File: src/rtl/bgd_pkg.sv
`default_nettype none
// ============================================================================
// Module   : bgd_pkg
// Desc     : Shared widths, shadow-stage type and saturation helper for BGD
// Revision : 1.0 - initial release
// ============================================================================
package bgd_pkg;

    localparam int c_data_width = 15;
    localparam int c_acc_width  = 24;

    localparam logic signed [c_acc_width-1:0] c_sat_max =
        {{(c_acc_width-c_data_width+1){1'b0}}, {(c_data_width-1){1'b1}}};
    localparam logic signed [c_acc_width-1:0] c_sat_min =
        {{(c_acc_width-c_data_width+1){1'b1}}, {(c_data_width-1){1'b0}}};

    typedef struct packed {
        logic vld;
        logic last;
    } shadow_t;

    // Returns {clipped, data}.
    function automatic logic [c_data_width:0] sat_to_data(input logic signed [c_acc_width-1:0] val);
        logic [c_data_width:0] res;
        if (val > c_sat_max) begin
            res = {1'b1, c_sat_max[c_data_width-1:0]};
        end else if (val < c_sat_min) begin
            res = {1'b1, c_sat_min[c_data_width-1:0]};
        end else begin
            res = {1'b0, val[c_data_width-1:0]};
        end
        return res;
    endfunction

endpackage
`default_nettype wire

File: src/rtl/bgd_valid_pipe.sv
`default_nettype none
// ============================================================================
// Module   : bgd_valid_pipe
// Desc     : ce-gated {vld, last} shift register tracking multiplier contents
// Revision : 1.0 - initial release
// ============================================================================
module bgd_valid_pipe
    import bgd_pkg::*;
#(
    parameter int DEPTH = 3
)(
    input  logic clk,
    input  logic rst,
    input  logic i_ce,
    input  logic i_vld,
    input  logic i_last,
    output logic o_vld,
    output logic o_last
);

    shadow_t r_pipe [DEPTH];

    always_ff @(posedge clk) begin
        if (rst) begin
            for (int i = 0; i < DEPTH; i++) begin
                r_pipe[i] <= '0;
            end
        end else if (i_ce) begin
            r_pipe[0] <= '{vld: i_vld, last: i_last};
            for (int i = 1; i < DEPTH; i++) begin
                r_pipe[i] <= r_pipe[i-1];
            end
        end
    end

    assign o_vld  = r_pipe[DEPTH-1].vld;
    assign o_last = r_pipe[DEPTH-1].last;

endmodule
`default_nettype wire

File: src/rtl/bgd_dot_accum.sv
`default_nettype none
// ============================================================================
// Module   : bgd_dot_accum
// Desc     : Feeds an external pipelined multiplier and accumulates a dot product
// Revision : 1.0 - initial release
// ============================================================================
module bgd_dot_accum
    import bgd_pkg::*;
#(
    parameter int DATA_WIDTH  = c_data_width,
    parameter int ACC_WIDTH   = c_acc_width,
    parameter int MUL_LATENCY = 3,
    parameter int CNT_WIDTH   = 8
)(
    input  logic                  clk,
    input  logic                  reset,
    input  logic                  in_valid,
    output logic                  in_ready,
    input  logic [DATA_WIDTH-1:0] in_a,
    input  logic [DATA_WIDTH-1:0] in_b,
    input  logic                  in_last,
    output logic                  mul_ce,
    output logic [DATA_WIDTH-1:0] mul_din0,
    output logic [DATA_WIDTH-1:0] mul_din1,
    input  logic [DATA_WIDTH-1:0] mul_dout,
    output logic                  out_valid,
    input  logic                  out_ready,
    output logic [DATA_WIDTH-1:0] out_data,
    output logic [CNT_WIDTH-1:0]  out_count,
    output logic                  out_sat
);

    logic                        w_stall;
    logic                        w_tail_vld;
    logic                        w_tail_last;
    logic                        w_arrive;
    logic                        w_clip;
    logic [DATA_WIDTH-1:0]       w_sat_data;
    logic signed [ACC_WIDTH-1:0] r_acc;
    logic signed [ACC_WIDTH-1:0] w_sum;
    logic [CNT_WIDTH-1:0]        r_cnt;
    logic [CNT_WIDTH-1:0]        w_cnt_next;

    // A held result freezes the multiplier and its shadow together.
    assign w_stall  = out_valid & ~out_ready;
    assign mul_ce   = ~w_stall;
    assign in_ready = ~w_stall;
    assign mul_din0 = in_a;
    assign mul_din1 = in_b;

    bgd_valid_pipe #(
        .DEPTH (MUL_LATENCY)
    ) u_valid_pipe (
        .clk    (clk),
        .rst    (reset),
        .i_ce   (mul_ce),
        .i_vld  (in_valid & in_ready),
        .i_last (in_last),
        .o_vld  (w_tail_vld),
        .o_last (w_tail_last)
    );

    assign w_arrive   = w_tail_vld & mul_ce;
    assign w_sum      = r_acc + {{(ACC_WIDTH-DATA_WIDTH){mul_dout[DATA_WIDTH-1]}}, mul_dout};
    assign w_cnt_next = r_cnt + 1'b1;

    generate
        if (DATA_WIDTH == c_data_width && ACC_WIDTH == c_acc_width) begin : g_pkg_sat
            assign {w_clip, w_sat_data} = sat_to_data(w_sum);
        end else begin : g_param_sat
            localparam logic signed [ACC_WIDTH-1:0] c_max =
                {{(ACC_WIDTH-DATA_WIDTH+1){1'b0}}, {(DATA_WIDTH-1){1'b1}}};
            localparam logic signed [ACC_WIDTH-1:0] c_min =
                {{(ACC_WIDTH-DATA_WIDTH+1){1'b1}}, {(DATA_WIDTH-1){1'b0}}};
            always_comb begin
                w_clip     = 1'b1;
                w_sat_data = c_max[DATA_WIDTH-1:0];
                if (w_sum < c_min) begin
                    w_sat_data = c_min[DATA_WIDTH-1:0];
                end else if (w_sum <= c_max) begin
                    w_clip     = 1'b0;
                    w_sat_data = w_sum[DATA_WIDTH-1:0];
                end
            end
        end
    endgenerate

    always_ff @(posedge clk) begin
        if (reset) begin
            out_valid <= 1'b0;
            out_data  <= '0;
            out_count <= '0;
            out_sat   <= 1'b0;
            r_acc     <= '0;
            r_cnt     <= '0;
        end else begin
            if (out_valid && out_ready) begin
                out_valid <= 1'b0;
            end
            // A last arrival overrides the clear above, giving back-to-back results.
            if (w_arrive) begin
                if (w_tail_last) begin
                    out_data  <= w_sat_data;
                    out_count <= w_cnt_next;
                    out_sat   <= w_clip;
                    out_valid <= 1'b1;
                    r_acc     <= '0;
                    r_cnt     <= '0;
                end else begin
                    r_acc     <= w_sum;
                    r_cnt     <= w_cnt_next;
                end
            end
        end
    end

endmodule
`default_nettype wire

File: config.mk
export PLATFORM = sky130hd
export DESIGN_NAME = bgd_dot_accum
export DESIGN_NICKNAME = d
export VERILOG_FILES = /design/src/rtl/bgd_pkg.sv /design/src/rtl/bgd_valid_pipe.sv /design/src/rtl/bgd_dot_accum.sv
export SDC_FILE = /design/constraint.sdc
export NUM_CORES = 1
export LEC_CHECK = 0
export ABC_AREA = 1
export CAP_MARGIN = 20
export CORE_MARGIN = 2
export CORE_UTILIZATION = 46
export CTS_CLUSTER_DIAMETER = 50
export DETAILED_ROUTE_END_ITERATION = 10
export GPL_TIMING_DRIVEN = 0
export MAX_ROUTING_LAYER = met4
export PLACE_DENSITY = 0.78
export SETUP_SLACK_MARGIN = 0.5
export SYNTH_ARGS = -nofsm -noshare
export SYNTH_HDL_FRONTEND = slang
export SYNTH_SLANG_ARGS = --single-unit
File: constraint.sdc
create_clock -name clk -period 2.5 [get_ports clk]
set_clock_uncertainty 0.1 [all_clocks]
set_input_delay 0.5 -clock clk [delete_from_list [all_inputs] [get_ports clk]]
set_output_delay 0.5 -clock clk [all_outputs]
set_load 0.1 [all_outputs]
==> results of run 1 <==
[per-layer routing]
layer | vias to the layer above | track usage | part of all wire
met2 | 212 | 0.476 | 0.51
li1 | 2359 | - | -
met1 | 2358 | 0.327 | 0.40
met5 | - | - | 0
met3 | 62 | 0.0335 | 0.048
met4 | 0 | 0.123 | 0.042
[worst reg2reg max path: cells and delay by family (launching register included)]
kind | cells | cell delay, ns
fa+ha+maj | 1 | 0.31
buf+inv | 2 | 0.28
flops | 1 | 0.34
simple gates | 9 | 1.25
compound gates | 2 | 0.25
[flip-flops by register name, summed over array words and instances (netlist names)]
name / count
out_valid: 1
out_sat: 1
u_valid_pipe.r_pipe: 6
r_acc: 24
out_count: 8
out_data: 15
r_cnt: 8
[metrics by stage]
stage / util / setup WS (ns) / cells / power [mW]
final: 0.749 / -0.133 / 944 / 3.02
after global routing: 0.749 / -0.220 / 944 / 3.12
after CTS: 0.704 / -0.0372 / 924 / 2.92
after detailed placement: 0.614 / -1.19 / 878 / 1.76
after global placement: 0.614 / -1.13 / 878 / 1.75
after floorplan: - / -0.0164 / 674 / 1.59
[report_power, final]
group	switching, mW	internal, mW
Combinational	0.556	0.296
Sequential	0.0143	1.03
Clock	0.467	0.656
Total	1.04	1.99
[worst max path at each step]
stage	from	to	slack, ns	depth (start not counted)
final	r_acc[16]	out_data[9]	-0.13	14
after global routing	r_acc[17]	out_data[13]	-0.22	15
after CTS	r_acc[0]	out_data[9]	-0.04	16
after detailed placement	mul_dout[14]	out_data[8]	-1.19	16
after global placement	mul_dout[14]	out_data[6]	-1.13	16
after floorplan	mul_dout[0]	out_data[10]	-0.02	15
[logic make-up after synthesis]
kind of cell,synth area share
flops,0.297
simple gates,0.314
buf+inv,0.151
xor+xnor,0.0417
compound gates,0.123
fa+ha+maj,0.0721
[repair_timing]
action / 4_1_cts / 5_1_grt
resized for setup: 251 / 117
endpoints found under the setup margin: 93 / 44
setup buffers: 29 / 19
pin swaps: 47 / 50
hold buffers: 0 / 0
cloned: 1 / 1
[cells in the final DEF (no fill, tap or decap), types with 3 or more instances in the layout]
cell type        instances
clkbuf_2                19
a21oi_2                 23
nor2_4                  10
nand2_1                165
clkdlybuf4s15_2         28
inv_4                    3
xor2_4                   3
nand3_4                  5
nor2_2                  16
o21ai_1                  8
nand2_2                 54
xnor2_1                  3
o21ai_0                 15
clkbuf_8                17
edfxtp_1                 6
xor2_1                  10
inv_1                   83
nand3_2                 13
clkbuf_1                 6
buf_4                   71
a21oi_4                  5
ha_4                    22
a21oi_1                 38
clkdlybuf4s15_1         21
dfxtp_1                 46
buf_12                   3
inv_2                    7
nand2_4                 14
buf_6                   10
nor2_1                  24
dfxtp_2                 10
nand3_1                 19
nand4_1                  4
[final cells by class]
cell class | count | area (µm²)
Clock inverter | 5 | 86.3
Inverter | 94 | 364
Multi-Input combinational cell | 469 | 3320
Tap cell | 129 | 161
Fill cell | 658 | 2340
Buffer | 48 | 405
Sequential cell | 63 | 1340
Clock buffer | 11 | 163
Timing Repair Buffer | 125 | 1150
==> summary.md, run 1 <==
| Metric | Value |
|---|---|
| Largest net degree at the start of global routing | 13 |
| Crit share post-route | 1.05 |
| 1st-iter DRT viols | 237 |
| Die X | 102 µm |
| Hold depth | 2 |
| Die H | 102 µm |
| Total Wirelength | 15200 µm |
| Dpl cell area | 5730 µm² |
| Starting Density | 0.477 |
| Detail Placement HPWL | 9700 µm |
| H-tree Lvls | 3 |
| Vias in the first global route | 4653 |
| Status | finished, violations left |
| Worst Setup Start Kind | flop |
| Seq/Total Area, Yosys | 0.297 |
| RSZ-0062 raised after global routing | yes |
| Cells along the critical path | ha_4 -> nand2_1 -> nor4_2 -> nand2_2 -> nand2_1 -> nand2_2 -> nand2_2 -> nand2_1 -> nor2_2 -> nand3_2 -> a21oi_4 -> buf_12 -> buf_8 -> a21oi_2 |
| Detailed-router iteration count before antenna repair | 6 |
| CP peak stage delay | 0.38 ns |
| Failing checks | negative setup slack |
| DR WL/cell | 16.1 µm |
| Design area | 6990 µm² |
| Synth warn | 0 |
| ANT nets after route | 0 |
| Worst R2R Path Depth | 14 |
| I/O pin cnt | 107 |
| Crit path arrival time | 2.77 ns |
| FFs w/ async S/R, synth | 0 |
| Ranking of synthesized cells by area | dfxtp_1 26%, nand2_1 18%, inv_1 7.7% |
| Most used DFF post-synth | dfxtp_1 |
| CTS tree | built |
| Proportion of layout cells with a drive suffix above 1 | 0.434 |
| Clock tree buffer depth | 2 |
| PD cells | 433 nW/µm² |
| Total Neg Setup Slack | -1.62 ns |
| Antenna diodes | 0 |
| Core footprint | 9330 µm² |
| Min-delay src | r_acc[22] |
| Post-synth top area share | 0.257 |
| DRC Markers | 0 |
| Number of vias per cell | 5.29 |
| Overall Global Routing Usage | 0.278 |
| Top cells by count, synth | 219 x nand2_1, 91 x inv_1, 57 x dfxtp_1 |
| Total die area | 10500 µm² |
| Final setup fails | 15 |
| First-pass GRT wire length | 22000 µm |
| # rows | 35 |
| Number of enable flip-flop cells after synthesis | 6 |
| Max Slew Vio Count | 0 |
| Slew at the pin closest to its max-slew limit | 0.956 ns |
| Maximum clock frequency | 0.380 GHz |
| Synth area leader | dfxtp_1 |
| Final nets | 885 |
| Post-synthesis net count | 749 |
| Hold Worst Slack | 0.370 ns |
| Root buffer cell | clkbuf_8 |
| Worst path bufs/invs | 2 |
| Worst-Skew Late Latency | 0.37 ns |
| Cell with the most instances after synthesis | nand2_1 |
| MaxCap Viol Count | 0 |
| Delay-heaviest family, CP | simple AND/OR/NAND/NOR gates |
| CP Data Required Time | 2.64 ns |
| Synth cell types | 35 |
| Setup WS post-layout | -0.133 ns |
| Critical Path Fanout Max | 5 |
| TritonCTS buffer count | 9 |
| Reg2reg start | r_acc[16] |
| Leak pwr | 3.22 nW |
| Worst R2R End | out_data[9] |
| CP endpoint kind | flop |
| Vias after detailed routing | 4991 |
| Area Overhead vs Synth | 57.1% |
| Critical path class | reg2reg |
| Hold Crit Class | reg2reg |
| Cells after Synth | 674 |
| Hold Path Sink | r_acc[22] |
| Clk pin slew, worst setup/hold paths | 0.08 ns |
| R2R Setup Slk | -0.13 ns |
| Num Clock Sinks | 63 |
| Post-synthesis instance area | 4450 µm² |
| Initial antenna violation count | 0 |
| Worst slew margin | 0.365 |
| Critical path's slowest cell | nor4_2 |
| IO buf count | 75 |
| Peak supply drop | 0.000316 V |
| Avg Inst Size Synth | 6.60 µm² |
| Total gr overflow | 0 |
| Crit path time final | 2.63 ns |
| Routability Congestion | 0.982 |
| Hold Vio Cnt, Final | 0 |
| #FFs+latches synth | 63 |
Power figures use the tool's default switching activity.
==> run 2: changes to the inputs <==
--- a/config.mk
+++ b/config.mk
@@ -7,13 +7,15 @@
 export LEC_CHECK = 0
 export ABC_AREA = 1
 export CAP_MARGIN = 20
+export CELL_PAD_IN_SITES_DETAIL_PLACEMENT = 1
+export CELL_PAD_IN_SITES_GLOBAL_PLACEMENT = 1
 export CORE_MARGIN = 2
-export CORE_UTILIZATION = 46
+export CORE_UTILIZATION = 32
 export CTS_CLUSTER_DIAMETER = 50
 export DETAILED_ROUTE_END_ITERATION = 10
 export GPL_TIMING_DRIVEN = 0
 export MAX_ROUTING_LAYER = met4
-export PLACE_DENSITY = 0.78
+export PLACE_DENSITY_LB_ADDON = 0.1
 export SETUP_SLACK_MARGIN = 0.5
 export SYNTH_ARGS = -nofsm -noshare
 export SYNTH_HDL_FRONTEND = slang
==> run 2 against run 1 <==
Effect of this change:
- the flow still finishes with violations (negative setup slack)
- cell area grew 5.2%
- critical endpoint is now out_data[8]
- first-iteration DRC count fell by 49%
- flip-flop and latch count did not move
- critical path type is now in2reg
- sequential power hardly changed
==> summary.md, run 2 (same netlist as run 1, synthesis figures left out) <==
| Metric | Value |
|---|---|
| Status | finished, violations left |
| Failing checks | negative setup slack |
| Vias in the first global route | 5226 (+12%) |
| Crit path arrival time | 2.86 ns (+0.09 ns) |
| Max Slew Vio Count | 0 (unchanged) |
| Core footprint | 13700 µm² (+47%) |
| GRT met3 Usage | 0.0318 (-0.00168) |
| Hold Worst Slack | 0.367 ns (-0.00298 ns) |
| Crit path time final | 2.74 ns (+0.107 ns) |
| Crit share post-route | 1.10 (+0.0426) |
| Detailed-router iteration count before antenna repair | 4 (-2) |
| Filler instances | 1651 (+150%) |
| Detail Placement HPWL | 11900 µm (+22%) |
| I/O pin cnt | 107 (unchanged) |
| MaxCap Viol Count | 0 (unchanged) |
| Initial antenna violation count | 0 (unchanged) |
| # rows | 43 (+23%) |
| M2 GR Usage | 0.438 (-0.0379) |
| Maximum clock frequency | 0.365 GHz (-3.9%) |
| Clock tree buffer depth | 2 (unchanged) |
| Critical Path Fanout Max | 6 (+1) |
| Overall Global Routing Usage | 0.235 (-0.0427) |
| Largest regs | r_acc: 24 flops, out_data: 15 flops |
| Total Wirelength | 17700 µm (+16%) |
| DR WL/cell | 17.7 µm (+9.6%) |
| Slew at the pin closest to its max-slew limit | 0.956 ns (-0.000320 ns) |
| Proportion of layout cells with a drive suffix above 1 | 0.479 (+0.0443) |
| Total power | 3.21 mW (+6.2%) |
| Num Clock Sinks | 63 (unchanged) |
| PD cells | 437 nW/µm² (+1.0%) |
| RSZ-0062 raised after global routing | yes |
| Final nets | 889 (+0.45%) |
| Starting Density | 0.324 (-0.153) |
| Most common cell after layout, fill and taps aside | nand2_1 |
| Worst slew margin | 0.365 (about the same) |
| Cells along the critical path | dlygate4sd2_1 -> ha_4 -> nand2_2 -> nand2_1 -> nand2_1 -> nand2_1 -> nand2_1 -> nand3_2 -> nand2_2 -> nand2_1 -> nand2_2 -> nand2_1 -> nand2_1 -> nor2_2 -> nand3_2 -> a21oi_4 -> clkbuf_16 -> a21oi_2 |
| Delay-heaviest family, CP | simple AND/OR/NAND/NOR gates |
| Total gr overflow | 0 (unchanged) |
| Hold Crit Class | reg2reg |
| Largest net degree at the start of global routing | 13 (unchanged) |
| CTS tree | built |
| Antenna diodes | 0 (unchanged) |
| Clk pin slew, worst setup/hold paths | 0.06 ns (-0.02 ns) |
| Comb pwr share | 0.283 (about the same) |
| Layout Utilization | 0.535 (-0.213) |
| Critical path class | in2reg |
| 1st-iter DRT viols | 121 (-49%) |
| Die H | 122 µm (+19%) |
| Critical path's slowest cell | ha_4 |
| Worst path bufs/invs | 2 (unchanged) |
| TritonCTS buffer count | 9 (unchanged) |
| H-tree Lvls | 3 (unchanged) |
| DRC Markers | 0 (unchanged) |
| Clk pwr share | 0.390 (+0.018) |
| Vias after detailed routing | 4942 (-0.98%) |
| CP Data Required Time | 2.62 ns (-0.02 ns) |
| Met1 Usage GRT | 0.253 (-0.0742) |
| ANT nets after route | 0 (unchanged) |
| Sw frac | 0.350 (+0.00677) |
| First-pass GRT wire length | 26000 µm (+18%) |
| Peak supply drop | 0.000340 V (+7.6%) |
| Hold Vio Cnt, Final | 0 (unchanged) |
| Leak pwr | 3.37 nW (+4.9%) |
| Global routing's busiest layer | met2 |
| P_sw | 1.12 mW (+8.3%) |
| Worst-Skew Late Latency | 0.34 ns (-0.03 ns) |
| IO buf count | 75 (unchanged) |
| Reg with most FFs | r_acc |
| CTS Hold Buffers Added | 0 (unchanged) |
| CP endpoint kind | flop |
| Sequential share of power | 0.327 (-0.020) |
| Total die area | 14900 µm² (+42%) |
| Die X | 122 µm (+19%) |
| Final setup fails | 15 (unchanged) |
| Area Overhead vs Synth | 65.2% |
| Routability Congestion | 0.894 (-9.0%) |
| Number of flip-flops in the largest register | 24 (unchanged) |
| Worst Setup Start Kind | input port |
| Root buffer cell | clkbuf_16 |
| Setup WS post-layout | -0.240 ns (-0.107 ns) |
| Number of vias per cell | 4.95 (-6.4%) |
| CP peak stage delay | 0.33 ns (-0.05 ns) |
| Cell internal pwr | 2.09 mW (+5.2%) |
| Setup WS pre-CTS | -1.40 ns (-0.207 ns) |
| Commonest cells after routing, fill and taps aside | 145 x nand2_1, 82 x inv_1, 72 x buf_4, 63 x nand2_2, 46 x dfxtp_1 |
| Critical path's most frequent cell | nand2_1 |
[run 2: routing by layer]
layer | routed length [µm] | up-vias | part of all wire
met4 | 533 | 0 | 0.030
met2 | 9440 | 120 | 0.53
met3 | 702 | 44 | 0.040
met1 | 7000 | 2411 | 0.40
met5 | 0 | - | 0
li1 | - | 2367 | -
[run 2: cell type report]
cell class	count	area [µm²]	share of cell area
repair buffers	129	1170	0.159
multi-input cells	469	3560	0.484
flip-flops and latches	63	1340	0.182
clock inverters	6	41.3	0.00562
well taps	180	225	0.0307
plain buffers	48	405	0.0552
clock buffers	10	250	0.0341
inverters	94	362	0.0492
[run 2: timing repair]
item	4_1_cts	5_1_grt
gates cloned	2	0
pin swaps	51	70
endpoints found under the setup margin	94	47
gates resized for setup	288	139
hold endpoints to repair	0	0
buffers inserted	28	24
[run 2: final timing paths]
kind,cells past startpoint,endpoint,slack (ns),start
worst max-delay path,18,out_data[8],-0.24,mul_dout[2]
worst min-delay path,2,out_count[2],0.37,out_count[2]
worst max register to register,15,out_data[8],-0.22,r_acc[6]
worst min register to register,2,out_count[2],0.37,out_count[2]
[run 2: power by group through the flow]
stage,Clock [mW],Sequential [mW],Combinational (mW)
final,1.25,1.05,0.910
after global routing,1.32,1.05,0.964
after CTS,1.28,1.05,0.809
after detailed placement,0,1.07,0.713
after global placement,0,1.07,0.701
after floorplan,0,1.08,0.516
[run 2: through the flow]
step | cell area [µm²] | setup TNS [ns] | cells
2_1_floorplan | 4810 | -0.164 | 674
3_3_place_gp | 5790 | -25.73 | 929
3_5_place_dp | 5790 | -28.00 | 929
4_1_cts | 6830 | -1.16 | 975
5_1_grt | 7350 | -4.35 | 999
6_report | 7350 | -3.19 | 999
[run 2: worst reg2reg max path: stages, from the launching register on]
cell and delay (ns):
dfxtp_1 0.34, ha_4 0.37, nand2_4 0.10, nor2_4 0.18, nand3_1 0.12, nand3_2 0.14
nand2_2 0.09, nand2_1 0.12, nand2_2 0.09, nand2_1 0.08, nand2_1 0.09, nor2_2 0.11
nand3_2 0.14, a21oi_4 0.28, clkbuf_16 0.20, a21oi_2 0.05
==> run 3: changes to the inputs <==
--- a/config.mk
+++ b/config.mk
@@ -11,6 +11,7 @@
 export CELL_PAD_IN_SITES_GLOBAL_PLACEMENT = 1
 export CORE_MARGIN = 2
 export CORE_UTILIZATION = 32
+export CTS_BUF_LIST = sky130_fd_sc_hd__clkbuf_8
 export CTS_CLUSTER_DIAMETER = 50
 export DETAILED_ROUTE_END_ITERATION = 10
 export GPL_TIMING_DRIVEN = 0
==> run 3 against run 2 <==
Effect of this change:
- register-to-register slack improved by 0.10 ns
- sequential power about the same
- worst setup slack better by 0.10 ns
- the run still ends with negative setup slack left
==> summary.md, run 3 (same netlist as run 1, synthesis figures left out) <==
| Metric | Value |
|---|---|
| Crit path time final | 2.64 ns (-0.101 ns) |
| H-tree Lvls | 3 (unchanged) |
| Total Neg Setup Slack | -1.62 ns (+1.57 ns) |
| Total die area | 14900 µm² (unchanged) |
| Post-Layout Cell Count | 991 (-0.80%) |
| Die H | 122 µm (unchanged) |
| I/O pin cnt | 107 (unchanged) |
| Detailed-router iteration count before antenna repair | 4 (unchanged) |
| Hold Crit Class | reg2reg |
| IO buf count | 75 (unchanged) |
| Max Slew Vio Count | 0 (unchanged) |
| Multi-input gate area | 3510 µm² (-1.2%) |
| Final setup fails | 15 (unchanged) |
| Proportion of layout cells with a drive suffix above 1 | 0.450 (-0.0286) |
| Num Clock Sinks | 63 (unchanged) |
| FF+latch area | 1340 µm² (unchanged) |
| Worst Setup Start Kind | input port |
| CP Data Required Time | 2.66 ns (+0.04 ns) |
| Cells after DPL | 929 (unchanged) |
| Vias in the first global route | 5201 (-0.48%) |
| Top layer in use | met4 |
| Critical Path Fanout Max | 5 (-1) |
| Status | finished, violations left |
| Routability Congestion | 0.894 (unchanged) |
| Slew at the pin closest to its max-slew limit | 0.956 ns (+0.000000179 ns) |
| Largest net degree at the start of global routing | 13 (unchanged) |
| Reg2reg start | r_acc[0] |
| Starting Density | 0.324 (unchanged) |
| TritonCTS buffer count | 9 (unchanged) |
| CTS tree | built |
| Reg with most FFs | r_acc |
| Worst slew margin | 0.365 (unchanged) |
| Maximum clock frequency | 0.379 GHz (+3.8%) |
| MaxCap Viol Count | 0 (unchanged) |
| Metal1 wirelength | 6920 µm (-1.1%) |
| Crit path arrival time | 2.80 ns (-0.06 ns) |
| Total gr overflow | 0 (unchanged) |
| DRC Markers | 0 (unchanged) |
| Final nets | 881 (-0.90%) |
| CTS Hold Buffers Added | 0 (unchanged) |
| Critical path class | in2reg |
| Die X | 122 µm (unchanged) |
| DR WL/cell | 17.0 µm (-3.6%) |
| Most common cell after layout, fill and taps aside | nand2_1 |
| Worst-Skew Late Latency | 0.37 ns (+0.03 ns) |
| Filler instances | 1662 (+0.67%) |
| Number of vias per cell | 4.84 (-2.2%) |
| Antenna diodes | 0 (unchanged) |
| Root buffer cell | clkbuf_8 |
| Initial antenna violation count | 0 (unchanged) |
| Hold Vio Cnt, Final | 0 (unchanged) |
| Overall Global Routing Usage | 0.231 (-0.00426) |
| Peak supply drop | 0.000286 V (-16%) |
| RSZ-0062 raised after global routing | yes |
| Detail Placement HPWL | 11900 µm (unchanged) |
| Layout Utilization | 0.521 (-0.0144) |
| Met3 WL post-DR | 493 µm (-30%) |
| Crit share post-route | 1.06 (-0.0403) |
| Number of flip-flops in the largest register | 24 (unchanged) |
| Commonest cells after routing, fill and taps aside | 155 x nand2_1, 84 x inv_1, 68 x buf_4, 55 x nand2_2, 46 x dfxtp_1 |
| Setup WS pre-CTS | -1.40 ns (unchanged) |
| Clk pin slew, worst setup/hold paths | 0.08 ns (+0.02 ns) |
| Total Wirelength | 16900 µm (-4.4%) |
| First-pass GRT wire length | 25600 µm (-1.6%) |
| 1st-iter DRT viols | 130 (+7.4%) |
| Clock tree buffer depth | 2 (unchanged) |
| Hold Worst Slack | 0.370 ns (+0.00327 ns) |
| Core footprint | 13700 µm² (unchanged) |
| ANT nets after route | 0 (unchanged) |
| Area Overhead vs Synth | 60.8% |
| Met2 wire len | 9120 µm (-3.4%) |
| CP endpoint kind | flop |
| Setup WS post-layout | -0.139 ns (+0.101 ns) |
| Failing checks | negative setup slack |
| Setup crit start | mul_dout[5] |
| Min-delay src | out_count[2] |
| Largest regs | r_acc: 24 flops, out_data: 15 flops |
| Leak pwr | 3.27 nW (-3.0%) |
| PD cells | 404 nW/µm² (-7.6%) |
| Vias after detailed routing | 4794 (-3.0%) |
| # rows | 43 (unchanged) |
==> run 3: cell types whose count changed in the layout (fill, tap and decap cells not counted), moves of 3 or more <==
cell,before,now
buf_4,72,68
nand2_1,145,155
clkbuf_2,22,16
clkbuf_8,7,16
nand2_2,63,55
clkdlybuf4s15_1,18,21
clkbuf_16,11,2
inv_2,9,6
==> run 3: layout make-up <==
cell class,instances,share of cell area
plain buffers,48,0.0567
clock inverters,7,0.00998
clock buffers,9,0.0173
repair buffers,121,0.155
well taps,180,0.0315
flip-flops and latches,63,0.187
inverters,94,0.0509
multi-input cells,469,0.492
==> run 3: power by group <==
part | switching [mW] | internal (mW) | total [mW]
clock | 0.483 | 0.464 | 0.947
sequential | 0.0145 | 1.03 | 1.05
combinational | 0.582 | 0.310 | 0.892
==> run 3: final timing paths <==
kind                            slack [ns]  cells after the start      endpoint
worst max-delay path                 -0.14                     18   out_data[8]
worst min-delay path                  0.37                      2  out_count[2]
worst min register to register        0.37                      2  out_count[2]
worst max register to register       -0.12                     15   out_data[8]
==> run 3: through the flow <==
stage	power, mW	area (µm²)
floorplan	1.59	4810
global placement	1.77	5790
detailed placement	1.78	5790
CTS	2.79	6630
global route	3.00	7150
finish	2.89	7150
==> run 3: worst max-delay path: stages <==
cell and delay, ns:
clkdlybuf4s15_1 0.23, ha_4 0.34, nand2_1 0.06, nand2_1 0.10
nand2_1 0.09, nand2_1 0.11, nand2_2 0.09, nand2_1 0.15
nand2_4 0.10, nand2_2 0.10, nand2_1 0.06, nand2_1 0.07
nand2_2 0.06, nor2_4 0.11, nand3_4 0.09, a21oi_4 0.26
clkbuf_16 0.20, a21oi_2 0.05
==> run 3: timing repair <==
action	in CTS	in global routing
resized for setup	277	121
setup buffers	23	21
gates cloned	1	1
pin swaps	41	52
endpoints found under the setup margin	92	47
==> run 3: metal layers <==
layer  vias up  track usage
met2       101        0.426
li1       2339            -
met4         0       0.0819
met1      2328        0.255
met3        26       0.0272
met5         -            -
